## config.mk

```make
export PLATFORM = sky130hd
export DESIGN_NAME = frame_deserializer_flat
export DESIGN_NICKNAME = d
export VERILOG_FILES = /design/src/rtl/frame_deserializer_if.sv /design/src/rtl/frame_deserializer.sv /design/src/flat_wrapper.sv
export SDC_FILE = /design/constraint.sdc
export NUM_CORES = 1
export LEC_CHECK = 0
export BUFFER_PORTS_ARGS = -buffer_cell sky130_fd_sc_hd__clkbuf_2
export CAP_MARGIN = 5
export CORE_AREA = 2 2 148 150
export CTS_BUF_LIST = sky130_fd_sc_hd__clkbuf_4
export CTS_CLUSTER_SIZE = 16
export DETAILED_ROUTE_END_ITERATION = 16
export DIE_AREA = 0 0 150 152
export PLACE_DENSITY = 0.75
export SLEW_MARGIN = 20
export SYNTH_ARGS = -nofsm -noshare
export SYNTH_HDL_FRONTEND = slang
export SYNTH_SLANG_ARGS = --single-unit
export TNS_END_PERCENT = 10
```

## constraint.sdc

```tcl
create_clock -name clk -period 10.96 [get_ports clk]
set_input_delay 0 -clock clk [delete_from_list [all_inputs] [get_ports clk]]
set_output_delay 0 -clock clk [all_outputs]
set_load 0.1 [all_outputs]
```

## src/rtl/frame_deserializer_if.sv

```systemverilog
// Handshake/bus bundle for frame_deserializer: beat input side, frame output side and status.
// slave = the deserializer, master = the producer/consumer driving it.
interface frame_deserializer_if #(
    parameter int IN_W      = 8,
    parameter int WORD_W    = 32,
    parameter int NUM_WORDS = 4
);
    localparam int FRAME_W = WORD_W * NUM_WORDS;
    localparam int BEATS   = FRAME_W / IN_W;
    localparam int CNT_W   = $clog2(BEATS + 2);

    logic [IN_W-1:0]    in_data;
    logic               in_valid;
    logic               in_ready;
    logic               flush;
    logic [FRAME_W-1:0] frame_data;
    logic               frame_valid;
    logic               frame_ready;
    logic [CNT_W-1:0]   beat_count;
    logic               overrun;
    logic               chk_err;

    modport slave (
        input  in_data, in_valid, flush, frame_ready,
        output in_ready, frame_data, frame_valid, beat_count, overrun, chk_err
    );

    modport master (
        output in_data, in_valid, flush, frame_ready,
        input  in_ready, frame_data, frame_valid, beat_count, overrun, chk_err
    );
endinterface

```

## src/rtl/frame_deserializer.sv

```systemverilog
// Collects IN_W-bit beats into a FRAME_W-bit frame with an assembly register and an output holding register.
// Optional trailing XOR checksum beat per frame when FRAME_CHECKSUM_EN is defined.
//
// state | meaning
// FILL  | accepting beats into the assembly register
// FULL  | assembly complete, waiting for the holding register to free up
module frame_deserializer #(
    parameter int IN_W      = 8,
    parameter int WORD_W    = 32,
    parameter int NUM_WORDS = 4
) (
    input logic                  clk,
    input logic                  write_data_reset,
    frame_deserializer_if.slave  bus
);
    localparam int FRAME_W = WORD_W * NUM_WORDS;
    localparam int BEATS   = FRAME_W / IN_W;
    localparam int CNT_W   = $clog2(BEATS + 2);
`ifdef FRAME_CHECKSUM_EN
    localparam int TOTAL   = BEATS + 1;
`else
    localparam int TOTAL   = BEATS;
`endif
    localparam logic [CNT_W-1:0] LAST_IDX = CNT_W'(TOTAL - 1);
    localparam logic [CNT_W-1:0] FULL_CNT = CNT_W'(TOTAL);
    localparam logic [CNT_W-1:0] DATA_CNT = CNT_W'(BEATS);

    typedef enum logic {S_FILL = 1'b0, S_FULL = 1'b1} state_t;

    state_t             state_q;
    logic [CNT_W-1:0]   cnt_q;
    logic [FRAME_W-1:0] asm_q;
    logic [FRAME_W-1:0] hold_q;
    logic               fv_q;
    logic               ovr_q;

    logic [FRAME_W-1:0] asm_d;
    logic               accept;
    logic               consume;
    logic               last_beat;
    logic               load_new;
    logic               go_full;
    logic               load_pend;

    assign bus.in_ready = (state_q == S_FILL);

    always_comb begin
        accept    = bus.in_valid && bus.in_ready && !bus.flush;
        consume   = fv_q && bus.frame_ready;
        last_beat = accept && (cnt_q == LAST_IDX);
        // Only data beats enter the assembly; a trailing checksum beat sits at index BEATS.
        asm_d     = asm_q;
        if (accept && (cnt_q < DATA_CNT)) begin
            asm_d = {asm_q[FRAME_W-IN_W-1:0], bus.in_data};
        end
        load_new  = last_beat && (!fv_q || consume);
        go_full   = last_beat && fv_q && !consume;
        load_pend = (state_q == S_FULL) && consume && !bus.flush;
    end

    always_ff @(posedge clk or posedge write_data_reset) begin
        if (write_data_reset) begin
            state_q <= S_FILL;
            cnt_q   <= '0;
            asm_q   <= '0;
            hold_q  <= '0;
            fv_q    <= 1'b0;
            ovr_q   <= 1'b0;
        end else begin
            ovr_q <= bus.flush ? 1'b0 : (ovr_q | (bus.in_valid & ~bus.in_ready));
            if (bus.flush) begin
                state_q <= S_FILL;
                cnt_q   <= '0;
                if (consume) begin
                    fv_q <= 1'b0;
                end
            end else begin
                case (state_q)
                    S_FILL: begin
                        asm_q <= asm_d;
                        if (load_new) begin
                            hold_q <= asm_d;
                            fv_q   <= 1'b1;
                            cnt_q  <= '0;
                        end else if (go_full) begin
                            state_q <= S_FULL;
                            cnt_q   <= FULL_CNT;
                        end else begin
                            if (accept) begin
                                cnt_q <= cnt_q + CNT_W'(1);
                            end
                            if (consume) begin
                                fv_q <= 1'b0;
                            end
                        end
                    end
                    S_FULL: begin
                        // Holding register is swapped in place, so frame_valid stays high.
                        if (load_pend) begin
                            hold_q  <= asm_q;
                            state_q <= S_FILL;
                            cnt_q   <= '0;
                        end
                    end
                    default: state_q <= S_FILL;
                endcase
            end
        end
    end

`ifdef FRAME_CHECKSUM_EN
    logic [IN_W-1:0] xor_q;
    logic            pend_err_q;
    logic            chk_q;

    always_ff @(posedge clk or posedge write_data_reset) begin
        if (write_data_reset) begin
            xor_q      <= '0;
            pend_err_q <= 1'b0;
            chk_q      <= 1'b0;
        end else if (bus.flush) begin
            xor_q <= '0;
        end else if (last_beat) begin
            xor_q <= '0;
            if (load_new) begin
                chk_q <= (xor_q != bus.in_data);
            end else begin
                pend_err_q <= (xor_q != bus.in_data);
            end
        end else if (accept) begin
            xor_q <= xor_q ^ bus.in_data;
        end else if (load_pend) begin
            chk_q <= pend_err_q;
        end
    end

    assign bus.chk_err = chk_q;
`else
    assign bus.chk_err = 1'b0;
`endif

    assign bus.frame_data  = hold_q;
    assign bus.frame_valid = fv_q;
    assign bus.beat_count  = cnt_q;
    assign bus.overrun     = ovr_q;
endmodule

```

## src/flat_wrapper.sv

```systemverilog
// flat-port wrapper written by rule: the top's interface ports become plain ports
module frame_deserializer_flat 
#(
    parameter int IN_W      = 8,
    parameter int WORD_W    = 32,
    parameter int NUM_WORDS = 4
)
  (clk, write_data_reset, bus_in_data, bus_in_valid, bus_flush, bus_frame_ready, bus_in_ready, bus_frame_data, bus_frame_valid, bus_beat_count, bus_overrun, bus_chk_err);
  frame_deserializer_if #(.IN_W(IN_W), .WORD_W(WORD_W), .NUM_WORDS(NUM_WORDS)) bus_i ();
  input logic clk;
  input logic write_data_reset;
  input wire logic [$bits(bus_i.in_data)-1:0] bus_in_data;
  input wire logic [$bits(bus_i.in_valid)-1:0] bus_in_valid;
  input wire logic [$bits(bus_i.flush)-1:0] bus_flush;
  input wire logic [$bits(bus_i.frame_ready)-1:0] bus_frame_ready;
  output wire logic [$bits(bus_i.in_ready)-1:0] bus_in_ready;
  output wire logic [$bits(bus_i.frame_data)-1:0] bus_frame_data;
  output wire logic [$bits(bus_i.frame_valid)-1:0] bus_frame_valid;
  output wire logic [$bits(bus_i.beat_count)-1:0] bus_beat_count;
  output wire logic [$bits(bus_i.overrun)-1:0] bus_overrun;
  output wire logic [$bits(bus_i.chk_err)-1:0] bus_chk_err;
  assign bus_i.in_data = bus_in_data;
  assign bus_i.in_valid = bus_in_valid;
  assign bus_i.flush = bus_flush;
  assign bus_i.frame_ready = bus_frame_ready;
  assign bus_in_ready = bus_i.in_ready;
  assign bus_frame_data = bus_i.frame_data;
  assign bus_frame_valid = bus_i.frame_valid;
  assign bus_beat_count = bus_i.beat_count;
  assign bus_overrun = bus_i.overrun;
  assign bus_chk_err = bus_i.chk_err;
  frame_deserializer #(.IN_W(IN_W), .WORD_W(WORD_W), .NUM_WORDS(NUM_WORDS)) u_core (.clk(clk), .write_data_reset(write_data_reset), .bus(bus_i));
endmodule
```

==> results of run 1 <==
-- path summary, 6_finish.rpt --
kind	endpoint	cells after the start	slack, ps
hold / removal	u_core.asm_q[1]$_DFFE_PP0P_	3	30
setup / recovery	u_core.bus.frame_data[120]$_DFFE_PP0P_	7	8060
min in group clk	u_core.asm_q[1]$_DFFE_PP0P_	3	150
hold reg to reg	u_core.asm_q[58]$_DFFE_PP0P_	1	500
setup reg to reg	u_core.bus.frame_data[120]$_DFFE_PP0P_	7	8060
max in group asynchronous	u_core.bus.beat_count[4]$_DFFE_PP0P_	4	9460
-- kinds of logic (layout without fill, tap and decap cells) --
kind of cell	after synthesis	after routing	synth area share (%)
simple gates	21	21	1.29
mux	257	257	33.7
other cells	1	1	0.0333
fa+ha+maj	2	2	0.222
buf+inv	36	284	5.17
compound gates	14	14	1.03
flops	264	264	58.6
-- worst reg2reg max path, stage by stage (launching register included) --
cell,delay (ps)
dfrtp_1,400
ha_1,200
and3_1,160
ha_1,320
nand3b_4,130
a211oi_4,280
buf_12,720
mux2_2,570
-- metal layers --
metal,share of wire [%],track usage (%),up-vias
met5,0,0,-
met4,1.8,6.78,0
met3,7.4,6.22,36
met2,48,29.3,194
met1,43,24.7,2909
li1,-,-,2559
-- report_power, final --
group / leakage, nW / internal [mW] / switching [mW] / total [mW]
Combinational: 2.62 / 0.293 / 0.174 / 0.466
Sequential: 3.49 / 1.18 / 0.138 / 1.32
Clock: 0.480 / 0.406 / 0.383 / 0.789
Total: 6.59 / 1.88 / 0.695 / 2.57
-- state kept, by name, summed over array words and instances, names as in the netlist --
name and flops:
u_core.asm_q 128, u_core.bus.frame_data 128, u_core.bus.beat_count 5, u_core.bus.frame_valid 1
u_core.bus.overrun 1, u_core.state_q 1
-- what timing repair did --
item | in CTS | in global routing
hold endpoints to repair | 124 | 0
hold buffers | 14 | 0
endpoints found under the setup margin | 0 | 0
-- synthesized netlist by cell type --
cell type	instances	area share, %
o32ai_1	1	0.078
buf_2	1	0.044
a221oi_1	1	0.078
a22o_1	1	0.078
buf_6	4	0.40
a211oi_4	1	0.18
buf_8	2	0.27
buf_4	1	0.067
nand2_1	2	0.067
mux2_2	17	1.7
o211ai_1	1	0.067
a211o_2	1	0.089
a211oi_1	1	0.067
nor2b_1	3	0.17
nor2_1	2	0.067
dfrtp_1	264	59
mux2_4	240	32
buf_12	24	4.3
o2bb2ai_1	1	0.078
nand3_1	5	0.22
and3_1	2	0.11
ha_1	2	0.22
a311o_1	1	0.089
nand3b_4	1	0.18
o21ai_0	1	0.044
inv_1	4	0.13
or2_2	1	0.056
nand2b_1	1	0.056
nand4_1	2	0.11
conb_1	1	0.033
nor4b_4	1	0.21
a21oi_1	3	0.13
a31oi_1	1	0.056
nor3_1	1	0.044
-- cell type report --
cell class	count	area, um^2	share of cell area (%)
clock inverter	24	119	0.929
timing repair buffer	166	940	7.34
multi-input combinational	295	4090	31.9
clock buffer	90	676	5.28
sequential	264	6610	51.6
tap	280	350	2.74
inverter	4	22.5	0.176
-- metrics by stage --
step | total power [mW] | hold WS (ps) | cells | cell area (um^2) | util (%)
3_5_place_dp | 1.80 | 185 | 995 | 11900 | 55.5
3_3_place_gp | 1.78 | 171 | 995 | 11900 | 55.5
5_1_grt | 2.72 | 74.4 | 1123 | 12800 | 59.9
6_report | 2.57 | 32.0 | 1123 | 12800 | 59.9
4_1_cts | 2.62 | 17.1 | 1123 | 12800 | 59.9
2_1_floorplan | 1.69 | 107 | 595 | 11300 | -
==> metrics, run 1 <==
Worst Setup SP u_core.bus.beat_count[1]$_DFFE_PP0P_; gpl congestion 0.756; status completed; Cell Area, Synth between 0.01 and 0.015 mm^2; RSZ-0062 raised after global routing no; max-slew violations 0; root buffer cell clkbuf_4; vias per cell 5.07; clock sinks roughly 260; setup TNS 0 ps; critical path launch point type flip-flop; router iterations before antenna repair 4; syn_nets 610; worst slew pin tran between 1000 and 1500 ps; Post-Synthesis Cells 595; htree depth 3; share of cells above drive strength 1 between 60% and 70%; crit-path cells ha_1 > and3_1 > ha_1 > nand3b_4 > a211oi_4 > buf_12 > mux2_2; largest net degree at the start of global routing 129; CP delay by family, top buffers and inverters; first-pass GRT wire length 34200 um; worst clock skew ~49 ps; Clock transition at path regs 70 ps; Vias 5698; P_leak 6.59 nW; routed wire length 20600 um; Final #Nets between 800 and 900; commonest non-fill, non-tap cell in the layout dfrtp_1; Max stage delay on crit path 720 ps; Top cell by count, worst path ha_1; Core ar. 0.0214 mm^2; worst slack, placed ~8000 ps; Critical Path RT 11450 ps; Slew headroom 31.0%; fin crit period 2900 ps; fin crit share 26.4%; Seq/Total Area, Yosys 58.6%; Tot GR Track Use 18.8%; total grt overflow 0; Worst-Skew Late Latency 640 ps; largest fanout on the critical path 128; PostCTS Resize Cnt 0; Diodes inserted 0; vias in the first global route roughly 6300; Chip Width 150 um; # setup viols final 0; IO buf count 148; FILL cells 1629; max_cap viols 0; CTS tree done; die height approximately 150 um; Die ar. 0.0228 mm^2; Clock Path Buffers 3; final setup margin 8060 ps; CP arrival ~3400 ps; FMAX 345 MHz; DRC Markers 0; wire length per cell between 15 and 20 um; row count 54; library cells used by synthesis 34; Setup Buffers After CTS 0; path type of the worst min-delay path primary input to async pin; commonest non-fill, non-tap cells in the layout dfrtp_1 (264), mux2_4 (240), clkbuf_2 (148); critical path class flip-flop to flip-flop; Slowest-stage cell, CP buf_12; Buf+Inv Stages, Crit Path 1; Initial Util between 50% and 60%; final hold vios 0; initial antenna violation count 0; IO Pins 150; worst reg2reg startpoint u_core.bus.beat_count[1]$_DFFE_PP0P_; Syn. warnings 0; PwrDens 201 mW/mm^2; CTS buffer count 68; Synth Register Bits 264; Worst VDD drop 107 uV; antenna-violating nets left 0; initial DRC count 202; Syn Area/Cell 18.9 um^2; Detail Placement HPWL 12600 um; CP Capture Type flip-flop; Area Overhead vs Synth 13.5%
No activity file was read; power rests on OpenSTA's default activity.
==> run 2, diff against run 1 <==
- ABC_AREA: unset -> 1
- CORE_AREA: 2 2 148 150 -> 2 2 145 147
- DIE_AREA: 0 0 150 152 -> 0 0 147 149
- PLACE_DENSITY: 0.75 -> 0.74
- clock period: 10.96 -> 2.7 ns (I/O delays scaled with it)
==> run 2 against run 1 <==
Effect of this change: register-to-register slack worse by 7600 ps; wire length rose by 28%; critical endpoint is now u_core.bus.frame_data[32]$_DFFE_PP0P_; setup slack got worse by 7600 ps; clock power rose to 4.4 times the previous value; utilization is 1.9 points higher; highest routed layer unchanged.
==> metrics, run 2 <==
status completed; worst slew pin tran about 1000 ps; fin crit period between 2000 and 2500 ps; Util after Layout 61.8%; Critical Path RT about 3300 ps; FILL cells about 1800; Syn Area/Cell 9.00 um^2; XOR/XNOR share of the synthesized area 0%; CTS tree done; routed wire length 26300 um; RSZ-0062 raised after global routing no; Post-synth top cells nand2_1 (534), dfrtp_1 (264), nand3_1 (132); commonest non-fill, non-tap cells in the layout nand2_1 (532), dfrtp_1 (264), clkbuf_2 (148); final setup margin 417 ps; Syn. warnings 0; Tot GR Track Use 24.6%; Slew headroom 31.9%; initial DRC count 708; Post-Synthesis Cells roughly 1200; synth top area cells dfrtp_1 (61%), nand2_1 (19%), nand4_1 (7.5%), nand3_1 (6.1%), buf_2 (3.5%); initial antenna violation count 0; library cells used by synthesis 22; commonest non-fill, non-tap cell in the layout nand2_1; Seq/Total Area, Yosys 61.5%; final hold vios 0; Final #Nets 1363; Chip Width 147 um; worst slack, placed 476 ps; Worst VDD drop roughly 400 uV; row count 53; FMAX 438 MHz; antenna-violating nets left 0; Area Overhead vs Synth 18.3%; CTS buffer count 69; critical path class flip-flop to flip-flop; share of cells above drive strength 1 20.8%; root buffer cell clkbuf_4; Post-synth EDFFs 0; Top FF cell, synth dfrtp_1; Post-Synth Adder-Cell Area 0.233%; Vias 8981; IO Pins 150; wire length per cell 15.7 um; fin crit share 84.5%; # setup viols final 0; top cell type's share of synthesized area 61.5%; Cell Area, Synth around 0.011 mm^2; most frequent cell after synthesis nand2_1; Clock transition at path regs 70 ps; total power ~8.8 mW; clock sinks ~260; CP arrival 2890 ps; Post-Synth Simple-Gate Area 32.7%; first-pass GRT wire length 43600 um; PostCTS Resize Cnt 0; mux cell area share after synthesis 0%; IO buf count 148; gpl congestion between 0.7 and 0.8; critical path launch point type flip-flop; post-synth top area cell dfrtp_1; non-filler cells, final ~1700; Die ar. between 0.02 and 0.025 mm^2; post-synthesis compound-gate area fraction 0.407%; ys async rst share 100%; vias in the first global route 8616; main combinational cell family by area after synthesis simple AND/OR/NAND/NOR gates; Worst-Skew Late Latency 680 ps; PwrDens 694 mW/mm^2; Core ar. 0.0206 mm^2; largest net degree at the start of global routing about 140; Detail Placement HPWL 15800 um; dpl cells 1539; P_leak 7.38 nW; syn_nets 1209; router iterations before antenna repair 7; vias per cell about 5.4; Initial Util 52.3%; path type of the worst min-delay path primary input to async pin; Synth Register Bits 264; die height 149 um; CP Capture Type flip-flop; Clock Path Buffers 3; DRC Markers 0; max-slew violations 0; htree depth 3; worst clock skew 32.5 ps; largest fanout on the critical path 65; total grt overflow 0; max_cap viols 0; Diodes inserted 0; setup TNS 0 ps
==> run 2: layout make-up <==
class	instances	area, um^2	area share, %
inverter	17	77.6	0.610
clock buffer	108	811	6.38
multi-input combinational	813	3620	28.5
timing repair buffer	183	1190	9.33
sequential	264	6610	52.0
tap	275	344	2.71
clock inverter	11	67.6	0.532
==> run 2: path summary, 6_finish.rpt <==
kind                                                            from                                    end  slack [ps]  cells past startpoint
worst max-delay path            u_core.bus.beat_count[0]$_DFFE_PP0P_  u_core.bus.frame_data[32]$_DFFE_PP0P_         420                      9
worst min-delay path                                write_data_reset           u_core.asm_q[37]$_DFFE_PP0P_         100                      3
worst max register to register  u_core.bus.beat_count[0]$_DFFE_PP0P_  u_core.bus.frame_data[32]$_DFFE_PP0P_         420                      9
worst min register to register         u_core.asm_q[127]$_DFFE_PP0P_          u_core.asm_q[127]$_DFFE_PP0P_         470                      2
max in group asynchronous                           write_data_reset   u_core.bus.frame_data[2]$_DFFE_PP0P_        1780                      4
min in group clk                                      bus_in_data[4]            u_core.asm_q[4]$_DFFE_PP0P_         170                      4
==> run 2: through the flow <==
stage / hold WS [ps] / cell area (um^2)
after CTS: 82.2 / 12700
final: 105 / 12700
after floorplan: 66.4 / 10800
after global placement: 255 / 11700
after detailed placement: 259 / 11700
after global routing: 134 / 12700
==> run 2: timing repair <==
| item | 4_1_cts | 5_1_grt |
|---|---|---|
| endpoints found under the hold margin | 68 | 0 |
| setup buffers | 0 | 0 |
| hold buffers | 13 | 0 |
==> run 2: layer usage <==
metal | global-route usage [%] | vias to the layer above | wire length [um]
met4 | 8.22 | 0 | 488
met2 | 39.2 | 290 | 12900
met3 | 5.50 | 40 | 1660
met1 | 33.9 | 4352 | 11300
met5 | 0 | - | 0
li1 | - | 4299 | -
==> run 2: cell families after synthesis <==
family,after synthesis
AO/OA/AOI/OAI,7
AND/OR/NAND/NOR,803
other,1
flip-flops,264
buffers and inverters,117
adder cells (fa/ha/maj),2
==> run 2: power breakdown <==
| group | switching, mW | total [mW] | internal (mW) |
|---|---|---|---|
| Combinational | 0.559 | 0.792 | 0.233 |
| Sequential | 0.216 | 4.53 | 4.31 |
| Clock | 1.60 | 3.50 | 1.90 |
==> run 2: critical path: stages, from the launching register on <==
cell and delay [ps]:
dfrtp_1 410, ha_1 190, nand2_1 80, nor2_1 100, ha_1 220, nand4_1 170
nand2_4 130, buf_4 590, nand3_1 190, nand2_1 120
==> run 3, diff against run 2 <==
- PLACE_DENSITY: 0.74 -> 0.77
- clock period: 2.7 -> 1.9 ns (I/O delays scaled with it)
==> run 3 against run 2 <==
Effect of this change: sequential power grew 42%; sequential share of layout area shrank 0.65 points; via count grew 1.4%; setup slack lost 360 ps; wire length grew 0.55%; register-to-register slack lost 360 ps.
==> metrics, run 3 (synthesis gave the netlist of run 2 again) <==
dpl cells ~1500; Die ar. 0.0219 mm^2; DRC Markers 0; worst reg2reg startpoint u_core.bus.beat_count[0]$_DFFE_PP0P_; Critical Path RT 2480 ps; PwrDens 968 mW/mm^2; Clock transition at path regs 60 ps; Chip Width 147 um; FILL cells 1736; non-filler cells, final about 1700; worst slack, placed 124 ps; largest fanout on the critical path 18; hold-critical path depth 4; Area Overhead vs Synth 19.8%; instance area at placement between 0.01 and 0.015 mm^2; IO Pins 150; initial antenna violation count 1; routed wire length 26500 um; RSZ-0062 raised after global routing yes; wire length per cell between 15 and 20 um; final hold vios 0; CTS tree done; vias per cell about 5.4; FMAX 544 MHz; reg2reg setup slack between 60 and 70 ps; worst reg-to-reg path cell count 9; largest net degree at the start of global routing approximately 100; total grt overflow 0; root buffer cell clkbuf_4; htree depth 3; fin crit share 96.8%; initial DRC count 945; setup TNS 0 ps; antenna-violating nets left 0; Hold EP u_core.asm_q[0]$_DFFE_PP0P_; commonest non-fill, non-tap cells in the layout nand2_1 (532), dfrtp_1 (264), clkbuf_2 (148); status completed; CP arrival 2410 ps; gpl congestion 0.805; share of cells above drive strength 1 20.9%; Clock Path Buffers 3; fin crit period 1840 ps; Tot GR Track Use roughly a quarter; final setup margin 61.5 ps; Util after Layout between 60% and 70%; path type of the worst min-delay path primary input to flip-flop; CTS buffer count 69; first-pass GRT wire length ~43000 um; critical path class flip-flop to flip-flop; vias in the first global route 8725; critical path launch point type flip-flop; max-slew violations 0; hold slack 199 ps; max_cap viols 0; IO buf count 148; Worst-Skew Late Latency about 660 ps; router iterations before antenna repair 5; worst clock skew 28.5 ps; Vias 9108; Final #Nets 1373; fin area 0.0129 mm^2; Detail Placement HPWL 16400 um; total power around 12 mW; Slew headroom 62.7%; worst slew pin tran approximately 560 ps; row count 53; Worst VDD drop between 400 and 500 uV; Multi-input gate area ~0.0036 mm^2; Initial Util 52.3%; worst flop-to-flop path endpoint u_core.bus.frame_data[125]$_DFFE_PP0P_; hold_sp bus_in_data[0]; # setup viols final 0; CP Capture Type flip-flop; die height 149 um; clock sinks roughly 260; Storage cell area 0.00661 mm^2; P_leak ~7.4 nW; commonest non-fill, non-tap cell in the layout nand2_1; Core ar. 0.0206 mm^2
[run 3: power by group]
part           switching (mW)  internal, mW
Sequential              0.308          6.13
Clock                    2.22          2.66
Combinational           0.797         0.345
Total                    3.32          9.13
[run 3: repair_timing]
action                                  4_1_cts  5_1_grt
buffers inserted                              0        1
hold buffers                                 14        0
gates resized for setup                       0        5
endpoints found under the setup margin        0      114
endpoints found under the hold margin       381        0
[run 3: area by class of cell]
cell class / count / share of cell area (%)
timing repair buffer: 193 / 10.5
multi-input combinational: 813 / 28.2
inverter: 17 / 0.603
sequential: 264 / 51.3
clock buffer: 99 / 5.77
antenna: 1 / 0.0194
tap: 275 / 2.67
clock inverter: 18 / 0.953
[run 3: worst max path at each step]
stage | from | endpoint | slack [ps] | cells after the start
after global placement | u_core.bus.beat_count[1]$_DFFE_PP0P_ | u_core.bus.frame_data[125]$_DFFE_PP0P_ | 150 | 9
after detailed placement | u_core.bus.beat_count[1]$_DFFE_PP0P_ | u_core.bus.frame_data[125]$_DFFE_PP0P_ | 120 | 9
after floorplan | write_data_reset | u_core.asm_q[0]$_DFFE_PP0P_ | -1580 | 1
after CTS | u_core.bus.beat_count[1]$_DFFE_PP0P_ | u_core.bus.frame_data[125]$_DFFE_PP0P_ | 110 | 9
final | u_core.bus.beat_count[0]$_DFFE_PP0P_ | u_core.bus.frame_data[125]$_DFFE_PP0P_ | 60 | 9
after global routing | u_core.bus.beat_count[0]$_DFFE_PP0P_ | u_core.bus.frame_data[41]$_DFFE_PP0P_ | -50 | 10
[run 3: per-layer routing]
metal / wire [um] / global-route usage (%)
met3: 1600 / 4.71
met2: 13200 / 39.9
met5: 0 / 0
met1: 11300 / 33.4
met4: 374 / 7.79
[run 3: critical path: stages (launching register included)]
cell and delay [ps]:
dfrtp_1 360, ha_1 180, nand2_1 80, nor2_2 90, ha_1 160, nand4_1 150, nand2_4 210, buf_4 270
nand3_1 150, nand2_1 100
